## src/rtl/numpad_emulator.sv

```systemverilog
// 4x4 keypad model: presses a latched key for HOLD_CYCLES, then forces a GAP_CYCLES release.
// Row responds to Col with one cycle of latency; requests are taken only in IDLE and never queued.
module numpad_emulator #(
    parameter int HOLD_CYCLES = 500000,
    parameter int GAP_CYCLES  = 200000,
    parameter int CNT_W       = 20
) (
    input  logic       clk,
    input  logic       rst_n,
    input  logic       key_valid,
    input  logic [3:0] key_code,
    output logic       key_ready,
    input  logic [3:0] Col,
    output logic [3:0] Row,
    output logic       busy,
    output logic       press_done,
    output logic [7:0] hit_count
);

    typedef enum logic [1:0] {IDLE, PRESS, RELEASE} state_t;

    localparam logic [CNT_W-1:0] HOLD_LAST = CNT_W'(HOLD_CYCLES - 1);
    localparam logic [CNT_W-1:0] GAP_LAST  = CNT_W'(GAP_CYCLES - 1);

    state_t           state;
    logic [CNT_W-1:0] counter;
    logic [3:0]       key_q;
    logic [1:0]       col_idx;
    logic [1:0]       row_idx;
    logic             col_hit;

    // Bit indices into Col/Row: C1/R1 are bit 3, C4/R4 are bit 0.
    always_comb begin
        col_idx = 2'd3;
        row_idx = 2'd0;
        case (key_q)
            4'h1: begin col_idx = 2'd3; row_idx = 2'd3; end
            4'h4: begin col_idx = 2'd3; row_idx = 2'd2; end
            4'h7: begin col_idx = 2'd3; row_idx = 2'd1; end
            4'h0: begin col_idx = 2'd3; row_idx = 2'd0; end
            4'h2: begin col_idx = 2'd2; row_idx = 2'd3; end
            4'h5: begin col_idx = 2'd2; row_idx = 2'd2; end
            4'h8: begin col_idx = 2'd2; row_idx = 2'd1; end
            4'hF: begin col_idx = 2'd2; row_idx = 2'd0; end
            4'h3: begin col_idx = 2'd1; row_idx = 2'd3; end
            4'h6: begin col_idx = 2'd1; row_idx = 2'd2; end
            4'h9: begin col_idx = 2'd1; row_idx = 2'd1; end
            4'hE: begin col_idx = 2'd1; row_idx = 2'd0; end
            4'hA: begin col_idx = 2'd0; row_idx = 2'd3; end
            4'hB: begin col_idx = 2'd0; row_idx = 2'd2; end
            4'hC: begin col_idx = 2'd0; row_idx = 2'd1; end
            4'hD: begin col_idx = 2'd0; row_idx = 2'd0; end
            default: begin col_idx = 2'd3; row_idx = 2'd0; end
        endcase
    end

    assign col_hit   = (state == PRESS) && !Col[col_idx];
    assign key_ready = (state == IDLE);
    assign busy      = (state != IDLE);

    always_ff @(posedge clk) begin
        if (!rst_n) begin
            state      <= IDLE;
            counter    <= '0;
            key_q      <= 4'h0;
            Row        <= 4'b1111;
            press_done <= 1'b0;
            hit_count  <= 8'd0;
        end else begin
            press_done <= 1'b0;
            Row        <= col_hit ? ~(4'b0001 << row_idx) : 4'b1111;
            if (col_hit && hit_count != 8'hFF)
                hit_count <= hit_count + 8'd1;
            case (state)
                IDLE: begin
                    if (key_valid) begin
                        key_q     <= key_code;
                        counter   <= '0;
                        hit_count <= 8'd0;
                        state     <= PRESS;
                    end
                end
                PRESS: begin
                    if (counter == HOLD_LAST) begin
                        counter    <= '0;
                        press_done <= 1'b1;
                        state      <= RELEASE;
                    end else begin
                        counter <= counter + 1'b1;
                    end
                end
                RELEASE: begin
                    if (counter == GAP_LAST) begin
                        counter <= '0;
                        state   <= IDLE;
                    end else begin
                        counter <= counter + 1'b1;
                    end
                end
                default: state <= IDLE;
            endcase
        end
    end

endmodule

```

## config.mk

```make
export PLATFORM = sky130hd
export DESIGN_NAME = numpad_emulator
export DESIGN_NICKNAME = d
export VERILOG_FILES = /design/src/rtl/numpad_emulator.sv
export SDC_FILE = /design/constraint.sdc
export NUM_CORES = 1
export LEC_CHECK = 0
export ABC_AREA = 1
export BUFFER_PORTS_ARGS = -buffer_cell sky130_fd_sc_hd__clkbuf_2
export CORE_UTILIZATION = 58
export CTS_CLUSTER_SIZE = 40
export DETAILED_ROUTE_END_ITERATION = 12
export PLACE_DENSITY = 0.89
export SYNTH_ARGS = -nofsm -noshare
export SYNTH_HDL_FRONTEND = slang
export SYNTH_SLANG_ARGS = --single-unit
```

## constraint.sdc

```tcl
create_clock -name clk -period 2.1 [get_ports clk]
set_clock_uncertainty 0.2 [all_clocks]
set_input_delay 0.315 -clock clk [delete_from_list [all_inputs] [get_ports clk]]
set_output_delay 0.315 -clock clk [all_outputs]
set_load 0.02 [all_outputs]
```

======== Word-level counts from Yosys, hierarchy flattened ========
Memories as Yosys holds them, arrays and structs flattened. A register that Yosys moved wholly into a read port is not among the register bits.
Cells that the tools add are included.
storage, ports and cells
  bits in read-only memories .............. 64
  flip-flop bits (word level) ............. 39
  word-level logic and storage cells ...... 47
  memories ................................ 1
  output and inout bits ................... 15
operators by class
  reduce and logical (&&, ||, !) cells .... 11
  eq/ne operators ......................... 8
  add/sub/neg operators ................... 2
  $lt $le $gt $ge ......................... 1
  shifts and indexed selects .............. 1
  bitwise logic cells ..................... 1
  multiplexer cells ....................... 16
memories
  memory            depth  width  rd ports  clocked after Yosys merged registers in  wr ports  RTL line  RTL
  (name not given)  16     4      1         1                                        0         36        case (key_q)
operator list
  kind                     number
  $mux W20                 3
  $pmux W20 S3             1
  $mux W8                  3
  $add A20 B1 Y20 const B  1
  $eq A20 B18 Y1 const B   1
  $eq A20 B19 Y1 const B   1
  $add A8 B1 Y8 const B    1
  $mux W4                  2
  $ne A8 B8 Y1 const B     1
  $reduce_and A2 Y1        4
  $mux W2                  3
  $pmux W2 S3              1
  $ne A2 B2 Y1 const B     2
  $not A4 Y4               1
  $shl A1 B2 Y4 const A    1
  $lt A2 B3 Y1 const B     1
  $reduce_and A3 Y1        1
  $reduce_bool A3 Y1       1
  $bmux W1 S2              1
  $eq A2 B1 Y1 const B     1
  $eq A2 B2 Y1 const B     1
  $logic_and A1 B1 Y1      2
  $logic_not A2 Y1         1
  $mux W1                  2
  3 further kinds          3

======== Logic depth before layout (Yosys ltp) ========
Gate-level depths: netlist (run 1).
  word-level depth ........................ 8
  depth in mapped cells ................... 13
  mapped depth without buffers ............ 13

======== Least setup slack after synthesis (run 1) ========
Ideal clock, no wire load.
  path type ............................... register -> register
  from .................................... reg state[0]
  to ...................................... reg counter[2]
  stages on the path, launching flop included .. 10
  required time ........................... 1.836 ns
  setup time .............................. 0.064 ns
  setup slack ............................. 0.174 ns
  path buffers ............................ 0
  period minus slack after synthesis ...... 1.926 ns
  arrival time ............................ 1.662 ns
  cells stage by stage .................... dfxtp_1 -> inv_1 -> ha_1 -> nand2_1 -> nand2_1 -> clkinv_1 -> nand2_1 -> xor2_1 -> or2_2 -> nor2_1
on the way
  cells in the longest elaborated chain, start to end .. 3
ends and longest elaborated chain
  what                                                                        RTL line  RTL
  from (decl)                                                                 25        state_t state;
  from (signal assigned)                                                      63        state <= IDLE;
  from (signal assigned)                                                      80        state <= PRESS;
  from (signal assigned)                                                      87        state <= RELEASE;
  $logic_not A2 Y1 *                                                          n/a
  named net key_ready                                                         12        output logic key_ready,
  $ne A2 B2 Y1 (no source line) / $reduce_bool A3 Y1 (equally long branches)  n/a
  $reduce_and A2 Y1 (no source line)                                          n/a
  to (signal assigned)                                                        89        counter <= counter + 1'b1;
  to (signal assigned)                                                        97        counter <= counter + 1'b1;
  to (decl)                                                                   26        logic [CNT_W-1:0] counter;
Mark *: on every way through the listed nets, which the timed path passes. The rest lies on a longest branch.
A chain may end at the register's enable or synchronous reset.

======== Worst setup path in the final report (run 1) ========
  from .................................... reg state[1]
  to ...................................... reg row_idx[0] (netlist name)
on the way
  cells in the longest elaborated chain, start to end .. 4
ends and longest elaborated chain
  what                                    RTL line  RTL
  $logic_not A2 Y1                        74        case (state)
  $reduce_and A2 Y1 (no source line)      n/a
  $mux W4 (no source line) (2 in series)  n/a
No other way between the ends.

==> summary.txt, run 1 <==
Via density: 5.29
Slew Limit Headroom: 79.1%
Startpoint type of the worst setup path: register
Max Cap Violations: 0
Antenna violations before repair: 0
Port Buffer Count: 25
Syn nets: 375
Share of cells above drive strength 1: 17.6%
P&R area growth vs syn: 16.3%
Initial Utilization: 62.5%
Gr ovfl total: 0
CTS tree: done
Tcrit/Tclk final: 92.2%
Async set-reset flop share out of synthesis: 0%
Clk slew on worst S/H paths: 0.08 ns
Synth area leader: dfxtp_1
Synth area leaders: dfxtp_1 37%, nand2_1 14%, nor2_1 9.2%
Post-Syn Area: 0.00236 mm2
Via count of the routed design: 2331
Post-DP HPWL: 3.96 mm
Ys flop type: dfxtp_1
DRT iter0 DRCs: 112
Synth Instances: 357
Core Region: 0.00377 mm2
Clk Latency, worst-skew pair: 0.30 ns
Mapped Avg Cell Area: 6.60 um2
Hold Vio Cnt, Final: 0
WL/cell: 12.0 um
Sequential share of the synthesized area: 36.5%
CTS max path bufs: 2
I/O pins: 26
Non-Filler Instances: 441
Most common cell in the netlist: nand2_1
Die Span X: 65.7 um
Inserted Diodes: 0
Number of buffers created by CTS: 5
Status: complete, no violations
Synth Register Bits: 43
Clock sink count: 43
Final core occ: 72.6%
Final Slew Violations: 0
Die height: 65.7 um
Hold Crit Class: primary input to register
Number of instances in the placed design: 431
DR DRC count: 0
Leakage: 0.00114 uW
CP Capture Type: register
First-pass GRT wire length: 8.88 mm
Worst Max-Slew Pin Slew: 0.313 ns
Die area: 0.00432 mm2
Cts hold-fix bufs: 0
WL final: 5.31 mm
GP Congestion: 0.933
Critical Path AT: 1.92 ns
Worst Setup Path Type: register to register
Worst Path Max Fanout: 5
Initial DRT Pass Iterations: 4
Peak VDD IR: 0.856 mV
Setup violators final: 0
# H-tree levels: 2
Post-layout nets: 410
Synth cell count leaders: 85 x nand2_1, 58 x nor2_1, 43 x dfxtp_1, 43 x inv_1, 39 x nand3_1
CTS Root Cell: clkbuf_8
P per Cell Area: 993 mW/mm2
Cell row count: 22
Largest net degree at the start of global routing: 15
Yosys warnings: 0
Number of flops mapped to enable cells by yosys: 0
Top cell type's share of synthesized area: 36.5%
Cell variety after synth: 33
Vias in the first global route: 2079
GRT Util Overall: 26.8%
Min Tclk post-route: 1.94 ns
Req. time, crit path: 2.09 ns
Fill cell count: 316
Final ANT Viol Nets: 0
FMAX: 516 MHz
==> sequential cells by signal, summed over array words and instances (netlist names) <==
name        count
Row             4
col_idx         2
counter        20
hit_count       8
key_q           4
press_done      1
row_idx         2
state           2
==> area by class of cell <==
class                      count  area [um2]  area share [%]
clock inverter                 2        35.0            1.28
sequential                    43         861            31.4
clock buffer                   6        82.6            3.02
timing repair buffer          33         198            7.22
tap                           48        60.1            2.19
inverter                      45         169            6.17
multi-input combinational    264        1330            48.7
==> stage by stage <==
step | setup slack, ns | hold WS (ns) | cell area (um2) | setup TNS [ns] | power (uW)
after floorplan | 0.174 | 0.194 | 2360 | 0 | 1680
after global routing | -0.0340 | 0.194 | 2740 | -0.0595 | 2890
final | 0.163 | 0.154 | 2740 | 0 | 2720
after detailed placement | 0.0576 | 0.205 | 2570 | 0 | 1960
after CTS | 0.0385 | 0.143 | 2690 | 0 | 2620
after global placement | 0.149 | 0.203 | 2570 | 0 | 1920
==> metal layers <==
layer / vias to the layer above / GRT usage, % / part of all wire, % / routed length [um]
met1: 1030 / 32.9 / 44 / 2360
met2: 90 / 45.8 / 48 / 2570
met5: - / 0 / 0 / 0
met3: 8 / 5.21 / 5.8 / 306
li1: 1203 / - / - / -
met4: 0 / 10.3 / 1.4 / 77
==> worst paths after layout <==
path / from / to / slack, ns / cells past startpoint
setup reg to reg: state[1]$_SDFFE_PN0P_ / row_idx[0]$_DFF_P_ / 0.16 / 11
hold / removal: key_code[3] / key_q[3]$_SDFFE_PN0N_ / 0.15 / 3
hold reg to reg: row_idx[0]$_DFF_P_ / Row[1]$_SDFF_PN1_ / 0.22 / 1
setup / recovery: state[1]$_SDFFE_PN0P_ / row_idx[0]$_DFF_P_ / 0.16 / 11
==> cells in the final DEF, fill, tap and decap left out, drive strengths merged <==
cell,synthesis,routed
nand2,89,89
nor2,63,63
inv,44,45
dfxtp,43,43
nand3,39,39
clkbuf,2,31
a21oi,19,19
o21ai,17,17
buf,3,8
nor3,8,8
ha,7,7
or2,4,4
xor2,4,4
nand3b,3,3
nand4,3,3
a21o,2,2
o211ai,2,2
o22ai,1,1
nor4,1,1
a31oi,1,1
o31ai,1,1
clkinv,1,1
bufinv,0,1
==> repair_timing <==
| action | in CTS | in global routing |
|---|---|---|
| gates resized for setup | 0 | 12 |
| endpoints found under the setup margin | 0 | 21 |
| buffers inserted | 0 | 2 |
==> power breakdown <==
| group | internal [uW] | switching, uW |
|---|---|---|
| clock | 385 | 290 |
| sequential | 912 | 59.8 |
| combinational | 395 | 678 |
==> cells by family (layout without fill, tap and decap cells) <==
kind of cell	after synthesis	count (layout)	synth area share, %
buf+inv	50	86	8.50
xor+xnor	4	4	1.49
fa+ha+maj	7	7	3.72
flops	43	43	36.5
simple gates	210	210	39.4
compound gates	43	43	10.4
==> worst max-delay path, cell delays in order (launching register included) <==
cell and delay, ns:
dfxtp_1 0.33, inv_1 0.15, ha_4 0.18, nand2_2 0.09, inv_2 0.11, nor2_1 0.07
nor3_4 0.18, inv_1 0.10, o21ai_0 0.09, inv_1 0.07, o21ai_0 0.14, o21ai_0 0.10
Note: power is estimated with default switching activity, not from simulation.
==> inputs of run 2 (changes only) <==
- CORE_MARGIN: default -> 5
==> summary.txt, run 2 (synthesis results as in run 1) <==
Status: complete, no violations (unchanged)
Worst Max-Slew Pin Slew: 0.349 ns (was 0.313 ns)
GRT Util Overall: 20.5% (was 26.8%)
Core Region: 0.00397 mm2 (was 0.00377 mm2)
DR DRC count: 0 (unchanged)
Setup tns final: 0 ns (unchanged)
Initial DRT Pass Iterations: 5 (was 4)
Cell row count: 23 (was 22)
DRT iter0 DRCs: 109 (was 112)
Number of instances in the placed design: 434 (was 431)
Critical path buffer and inverter count: 3 (was 4)
CTS tree: done (unchanged)
Post-layout nets: 411 (was 410)
Post-DP HPWL: 3.85 mm (was 3.96 mm)
Final Slew Violations: 0 (unchanged)
DRT met1 WL: 2.31 mm (was 2.36 mm)
CTS Root Cell: clkbuf_8 (unchanged)
Post-Layout Inst Area: 0.00274 mm2 (unchanged)
Startpoint type of the worst setup path: register (unchanged)
Most common cell after layout, fill and taps aside: nand2_1 (unchanged)
Min Tclk post-route: 1.91 ns (was 1.94 ns)
Die area: 0.00544 mm2 (was 0.00432 mm2)
Max Cap Violations: 0 (unchanged)
WL final: 5.08 mm (was 5.31 mm)
Metal2 WL: 2.42 mm (was 2.57 mm)
Die height: 73.7 um (was 65.7 um)
Met3 wire len: 255 um (was 306 um)
Req. time, crit path: 2.09 ns (about the same)
Die Span X: 73.7 um (was 65.7 um)
Initial Utilization: 59.3% (was 62.5%)
Tcrit/Tclk final: 91.1% (was 92.2%)
Biggest register: counter (unchanged)
Fill cell count: 322 (was 316)
P per Cell Area: 977 mW/mm2 (was 993 mW/mm2)
Largest net degree at the start of global routing: 15 (unchanged)
Clock sink count: 43 (unchanged)
Hold Crit Class: primary input to register (unchanged)
Via count of the routed design: 2307 (was 2331)
Largest stage delay, worst path: 0.39 ns (was 0.33 ns)
Slowest-stage cell, CP: dfxtp_1 (unchanged)
Most frequent cells in the layout: 83 x nand2_1, 57 x nor2_1, 43 x dfxtp_1 (was 82 x nand2_1, 56 x nor2_1, 43 x dfxtp_1)
Share of cells above drive strength 1: 17.5% (was 17.6%)
Setup violators final: 0 (unchanged)
Via density: 5.20 (was 5.29)
GP Congestion: 0.909 (was 0.933)
Max reg flops: 20 (unchanged)
Number of buffers created by CTS: 5 (unchanged)
Clk slew on worst S/H paths: 0.08 ns (about the same)
CTS max path bufs: 2 (unchanged)
Hold Vio Cnt, Final: 0 (unchanged)
Inserted Diodes: 0 (unchanged)
Port Buffer Count: 25 (unchanged)
Final ANT Viol Nets: 0 (unchanged)
Critical Path AT: 1.90 ns (was 1.92 ns)
FMAX: 523 MHz (was 516 MHz)
# H-tree levels: 2 (unchanged)
Gr ovfl total: 0 (unchanged)
Biggest regs: counter x20, hit_count x8 (unchanged)
Leakage: 0.00114 uW (about the same)
Peak VDD IR: 0.912 mV (was 0.856 mV)
Crit path cell chain: inv_2 > ha_4 > nand2_2 > inv_2 > or2_2 > nand2_1 > inv_1 > o21ai_2 > o21ai_0 (was inv_1 > ha_4 > nand2_2 > inv_2 > nor2_1 > nor3_4 > inv_1 > o21ai_0 > inv_1 > o21ai_0 > o21ai_0)
Placed Area: 0.00258 mm2 (was 0.00257 mm2)
CP Capture Type: register (unchanged)
Hold slack: 0.186 ns (was 0.154 ns)
Antenna violations before repair: 0 (unchanged)
Clk Latency, worst-skew pair: 0.30 ns (about the same)
Non-Filler Instances: 444 (was 441)
WL/cell: 11.4 um (was 12.0 um)
Worst Setup Path Type: register to register (unchanged)
Cell mode on critical path: inv_2
CP delay by family, top: simple AND/OR/NAND/NOR gates (was buffers and inverters)
P&R area growth vs syn: 16.3% (unchanged)
Worst Path Max Fanout: 5 (unchanged)
I/O pins: 26 (unchanged)
Slew Limit Headroom: 76.7% (was 79.1%)
RSZ-0062 raised after global routing: false
First-pass GRT wire length: 8.69 mm (was 8.88 mm)
Top sig layer: met4 (unchanged)
Vias in the first global route: 2079 (unchanged)
[run 2: changes by cell type in the layout (fill, tap and decap cells not counted)]
cell | before | now
nand2_2 | 6 | 5
clkbuf_8 | 6 | 5
nor2_2 | 5 | 4
buf_4 | 7 | 8
nand2_1 | 82 | 83
clkinv_4 | 0 | 1
o21ai_0 | 16 | 14
inv_2 | 3 | 4
inv_1 | 42 | 41
o21ai_1 | 0 | 2
nor2_1 | 56 | 57
[run 2: worst reg2reg max path, delay by kind of cell (launching register included)]
family	cells	cell delay (ns)
AO/OA/AOI/OAI	2	0.25
adder cells (fa/ha/maj)	1	0.18
buffers and inverters	3	0.25
flip-flops	1	0.39
AND/OR/NAND/NOR	3	0.53
[run 2: final timing paths]
check / startpoint / to / slack, ns / depth (start not counted)
worst max-delay path: state[0]$_SDFFE_PN0P_ / row_idx[1]$_DFF_P_ / 0.19 / 9
worst min-delay path: key_code[1] / key_q[1]$_SDFFE_PN0N_ / 0.19 / 5
worst max register to register: state[0]$_SDFFE_PN0P_ / row_idx[1]$_DFF_P_ / 0.19 / 9
worst min register to register: row_idx[1]$_DFF_P_ / Row[3]$_SDFF_PN1_ / 0.22 / 1
[run 2: what timing repair did]
action                                  4_1_cts  5_1_grt
hold buffers                                  0        0
endpoints found under the setup margin        0       25
gates resized for setup                       0       13
hold endpoints to repair                      0        0
setup buffers                                 0        2
[run 2: per-layer routing]
metal / GRT usage, % / up-vias
li1: - / 1211
met1: 25.2 / 1041
met2: 33.4 / 46
met3: 5.34 / 9
met4: 9.26 / 0
met5: 0 / -
[run 2: metrics by stage]
step | util, % | total power, uW | setup slack (ns)
floorplan | - | 1680 | 0.174
global placement | 64.9 | 1930 | 0.124
detailed placement | 64.9 | 1960 | 0.0498
CTS | 67.7 | 2620 | 0.0343
global route | 69.0 | 2860 | 0.0191
finish | 69.0 | 2680 | 0.187
[run 2: area by class of cell]
type	instances	area [um2]	area share, %
sequential	43	861	31.4
tap	50	62.6	2.28
multi-input combinational	264	1330	48.5
clock inverter	3	43.8	1.60
timing repair buffer	34	205	7.49
clock buffer	5	68.8	2.51
inverter	45	169	6.17
[run 2: power by group]
group	switching (uW)	internal, uW
sequential	61.0	912
combinational	661	391
clock	298	354
==> inputs of run 3 (changes only) <==
- SETUP_SLACK_MARGIN: default -> 0.4
==> summary.txt, run 3 (synthesis results as in run 1) <==
Status: complete, no violations (unchanged)
Gr ovfl total: 0 (unchanged)
RSZ-0062 raised after global routing: true (was false)
Worst Max-Slew Pin Slew: 0.361 ns (was 0.349 ns)
Via count of the routed design: 3006 (was 2307)
Cts hold-fix bufs: 0 (unchanged)
Vias in the first global route: 2465 (was 2079)
Min Tclk post-route: 2.01 ns (was 1.91 ns)
Worst Path Max Fanout: 4 (was 5)
# H-tree levels: 2 (unchanged)
Worst Setup Path Type: register to register (unchanged)
Slowest-stage cell, CP: dfxtp_1 (unchanged)
CTS tree: done (unchanged)
Critical Path AT: 2.04 ns (was 1.90 ns)
Max Cap Violations: 0 (unchanged)
Non-Filler Instances: 474 (was 444)
Pwr Total: 3210 uW (was 2680 uW)
Most frequent cells in the layout: 71 x nand2_1, 39 x nor2_1, 35 x nand3_1, 35 x buf_4, 30 x inv_1 (was 83 x nand2_1, 57 x nor2_1, 43 x dfxtp_1)
Cells on worst reg2reg path: 9 (unchanged)
Clock sink count: 43 (unchanged)
Hold Vio Cnt, Final: 0 (unchanged)
Post-Layout Inst Area: 0.00329 mm2 (was 0.00274 mm2)
Post-layout nets: 441 (was 411)
Via density: 6.34 (was 5.20)
Startpoint type of the worst setup path: register (unchanged)
First-pass GRT wire length: 10.9 mm (was 8.69 mm)
Antenna violations before repair: 0 (unchanged)
Die height: 73.7 um (unchanged)
CTS Root Cell: clkbuf_8 (unchanged)
P&R area growth vs syn: 39.6% (was 16.3%)
Final Slew Violations: 0 (unchanged)
Max reg flops: 20 (unchanged)
Peak VDD IR: 0.966 mV (was 0.912 mV)
WL final: 9.52 mm (was 5.08 mm)
Crit path cell chain: nand2_1 > nor3_1 > nand3_1 > nand2_2 > buf_4 > nand3_1 > nand2_1 > nand2_1 > nor2_1 (was inv_2 > ha_4 > nand2_2 > inv_2 > or2_2 > nand2_1 > inv_1 > o21ai_2 > o21ai_0)
Clk Latency, worst-skew pair: 0.31 ns (was 0.30 ns)
Stages on worst setup path: 9 (unchanged)
Initial Utilization: 59.3% (unchanged)
Leakage: 0.00133 uW (was 0.00114 uW)
Number of instances in the placed design: 433 (was 434)
Cell mode on critical path: nand2_1 (was inv_2)
GP Congestion: 0.969 (was 0.909)
Slew Limit Headroom: 75.8% (was 76.7%)
Biggest regs: counter x20, hit_count x8 (unchanged)
GRT Util Overall: 26.1% (was 20.5%)
P per Cell Area: 976 mW/mm2 (was 977 mW/mm2)
Setup violators final: 0 (unchanged)
Final ANT Viol Nets: 0 (unchanged)
Share of cells above drive strength 1: 41.7% (was 17.5%)
Hold slack: 0.135 ns (was 0.186 ns)
Largest net degree at the start of global routing: 15 (unchanged)
Number of buffers created by CTS: 5 (unchanged)
Most common cell after layout, fill and taps aside: nand2_1 (unchanged)
CP delay by family, top: simple AND/OR/NAND/NOR gates (unchanged)
Req. time, crit path: 2.13 ns (was 2.09 ns)
Largest stage delay, worst path: 0.40 ns (was 0.39 ns)
WL/cell: 20.1 um (was 11.4 um)
Clk slew on worst S/H paths: 0.09 ns (was 0.08 ns)
Tcrit/Tclk final: 95.7% (was 91.1%)
Die area: 0.00544 mm2 (unchanged)
DRT iter0 DRCs: 607 (was 109)
Cell row count: 23 (unchanged)
Setup tns final: 0 ns (unchanged)
Placed Area: 0.00259 mm2 (was 0.00258 mm2)
Hold path depth: 3 (was 5)
Port Buffer Count: 25 (unchanged)
Biggest register: counter (unchanged)
Fill cell count: 202 (was 322)
Die Span X: 73.7 um (unchanged)
Inserted Diodes: 0 (unchanged)
CTS max path bufs: 2 (unchanged)
Post-DP HPWL: 3.99 mm (was 3.85 mm)
I/O pins: 26 (unchanged)
Initial DRT Pass Iterations: 6 (was 5)
Critical path buffer and inverter count: 1 (was 3)
FMAX: 498 MHz (was 523 MHz)
CP Capture Type: register (unchanged)
DR DRC count: 0 (unchanged)
Core Region: 0.00397 mm2 (unchanged)
Hold Crit Class: primary input to register (unchanged)
## run 3: power by group
| part | total [uW] | switching (uW) | leakage [uW] | internal, uW |
|---|---|---|---|---|
| clock network | 543 | 311 | 0.0000402 | 232 |
| logic | 1660 | 1020 | 0.000933 | 643 |
| registers | 1000 | 80.7 | 0.000362 | 924 |
| total | 3210 | 1410 | 0.00133 | 1800 |
## run 3: per-layer routing
metal	vias to the layer above	routed length [um]	GRT usage [%]
met1	1336	3190	29.2
met5	-	0	0
met4	0	712	16.1
li1	1280	-	-
met2	299	4610	44.3
met3	91	1010	6.16
## run 3: worst reg2reg max path: cells and delay by family (launching register included)
family        cells  cell delay [ns]
flops             1             0.40
buf+inv           1             0.13
simple gates      8             1.22
## run 3: what timing repair did
item	in CTS	in global routing
gates resized for setup	42	87
cloned	1	0
endpoints found under the setup margin	34	40
pin swaps	17	31
buffers inserted	14	18
## run 3: final timing paths
kind | start | endpoint | slack [ns]
worst max register to register | counter[16]$_SDFFE_PN0P_ | state[0]$_SDFFE_PN0P_ | 0.09
worst min register to register | row_idx[0]$_DFF_P_ | Row[1]$_SDFF_PN1_ | 0.23
worst min-delay path | key_code[3] | key_q[3]$_SDFFE_PN0N_ | 0.13
worst max-delay path | counter[16]$_SDFFE_PN0P_ | state[0]$_SDFFE_PN0P_ | 0.09
## run 3: final cells by class
class | count | area [um2] | area share (%)
Sequential cell | 43 | 905 | 27.5
Clock inverter | 3 | 20.0 | 0.609
Clock buffer | 5 | 68.8 | 2.09
Multi-Input combinational cell | 265 | 1610 | 49.1
Timing Repair Buffer | 63 | 434 | 13.2
Tap cell | 50 | 62.6 | 1.90
Inverter | 45 | 184 | 5.59
## run 3: stage by stage
| step | utilization (%) | setup WS, ns |
|---|---|---|
| 6_report | 82.8 | 0.0902 |
| 5_1_grt | 82.8 | 0.0724 |
| 4_1_cts | 73.2 | 0.368 |
| 3_5_place_dp | 65.2 | 0.151 |
| 3_3_place_gp | 65.2 | 0.195 |
| 2_1_floorplan | - | 0.395 |
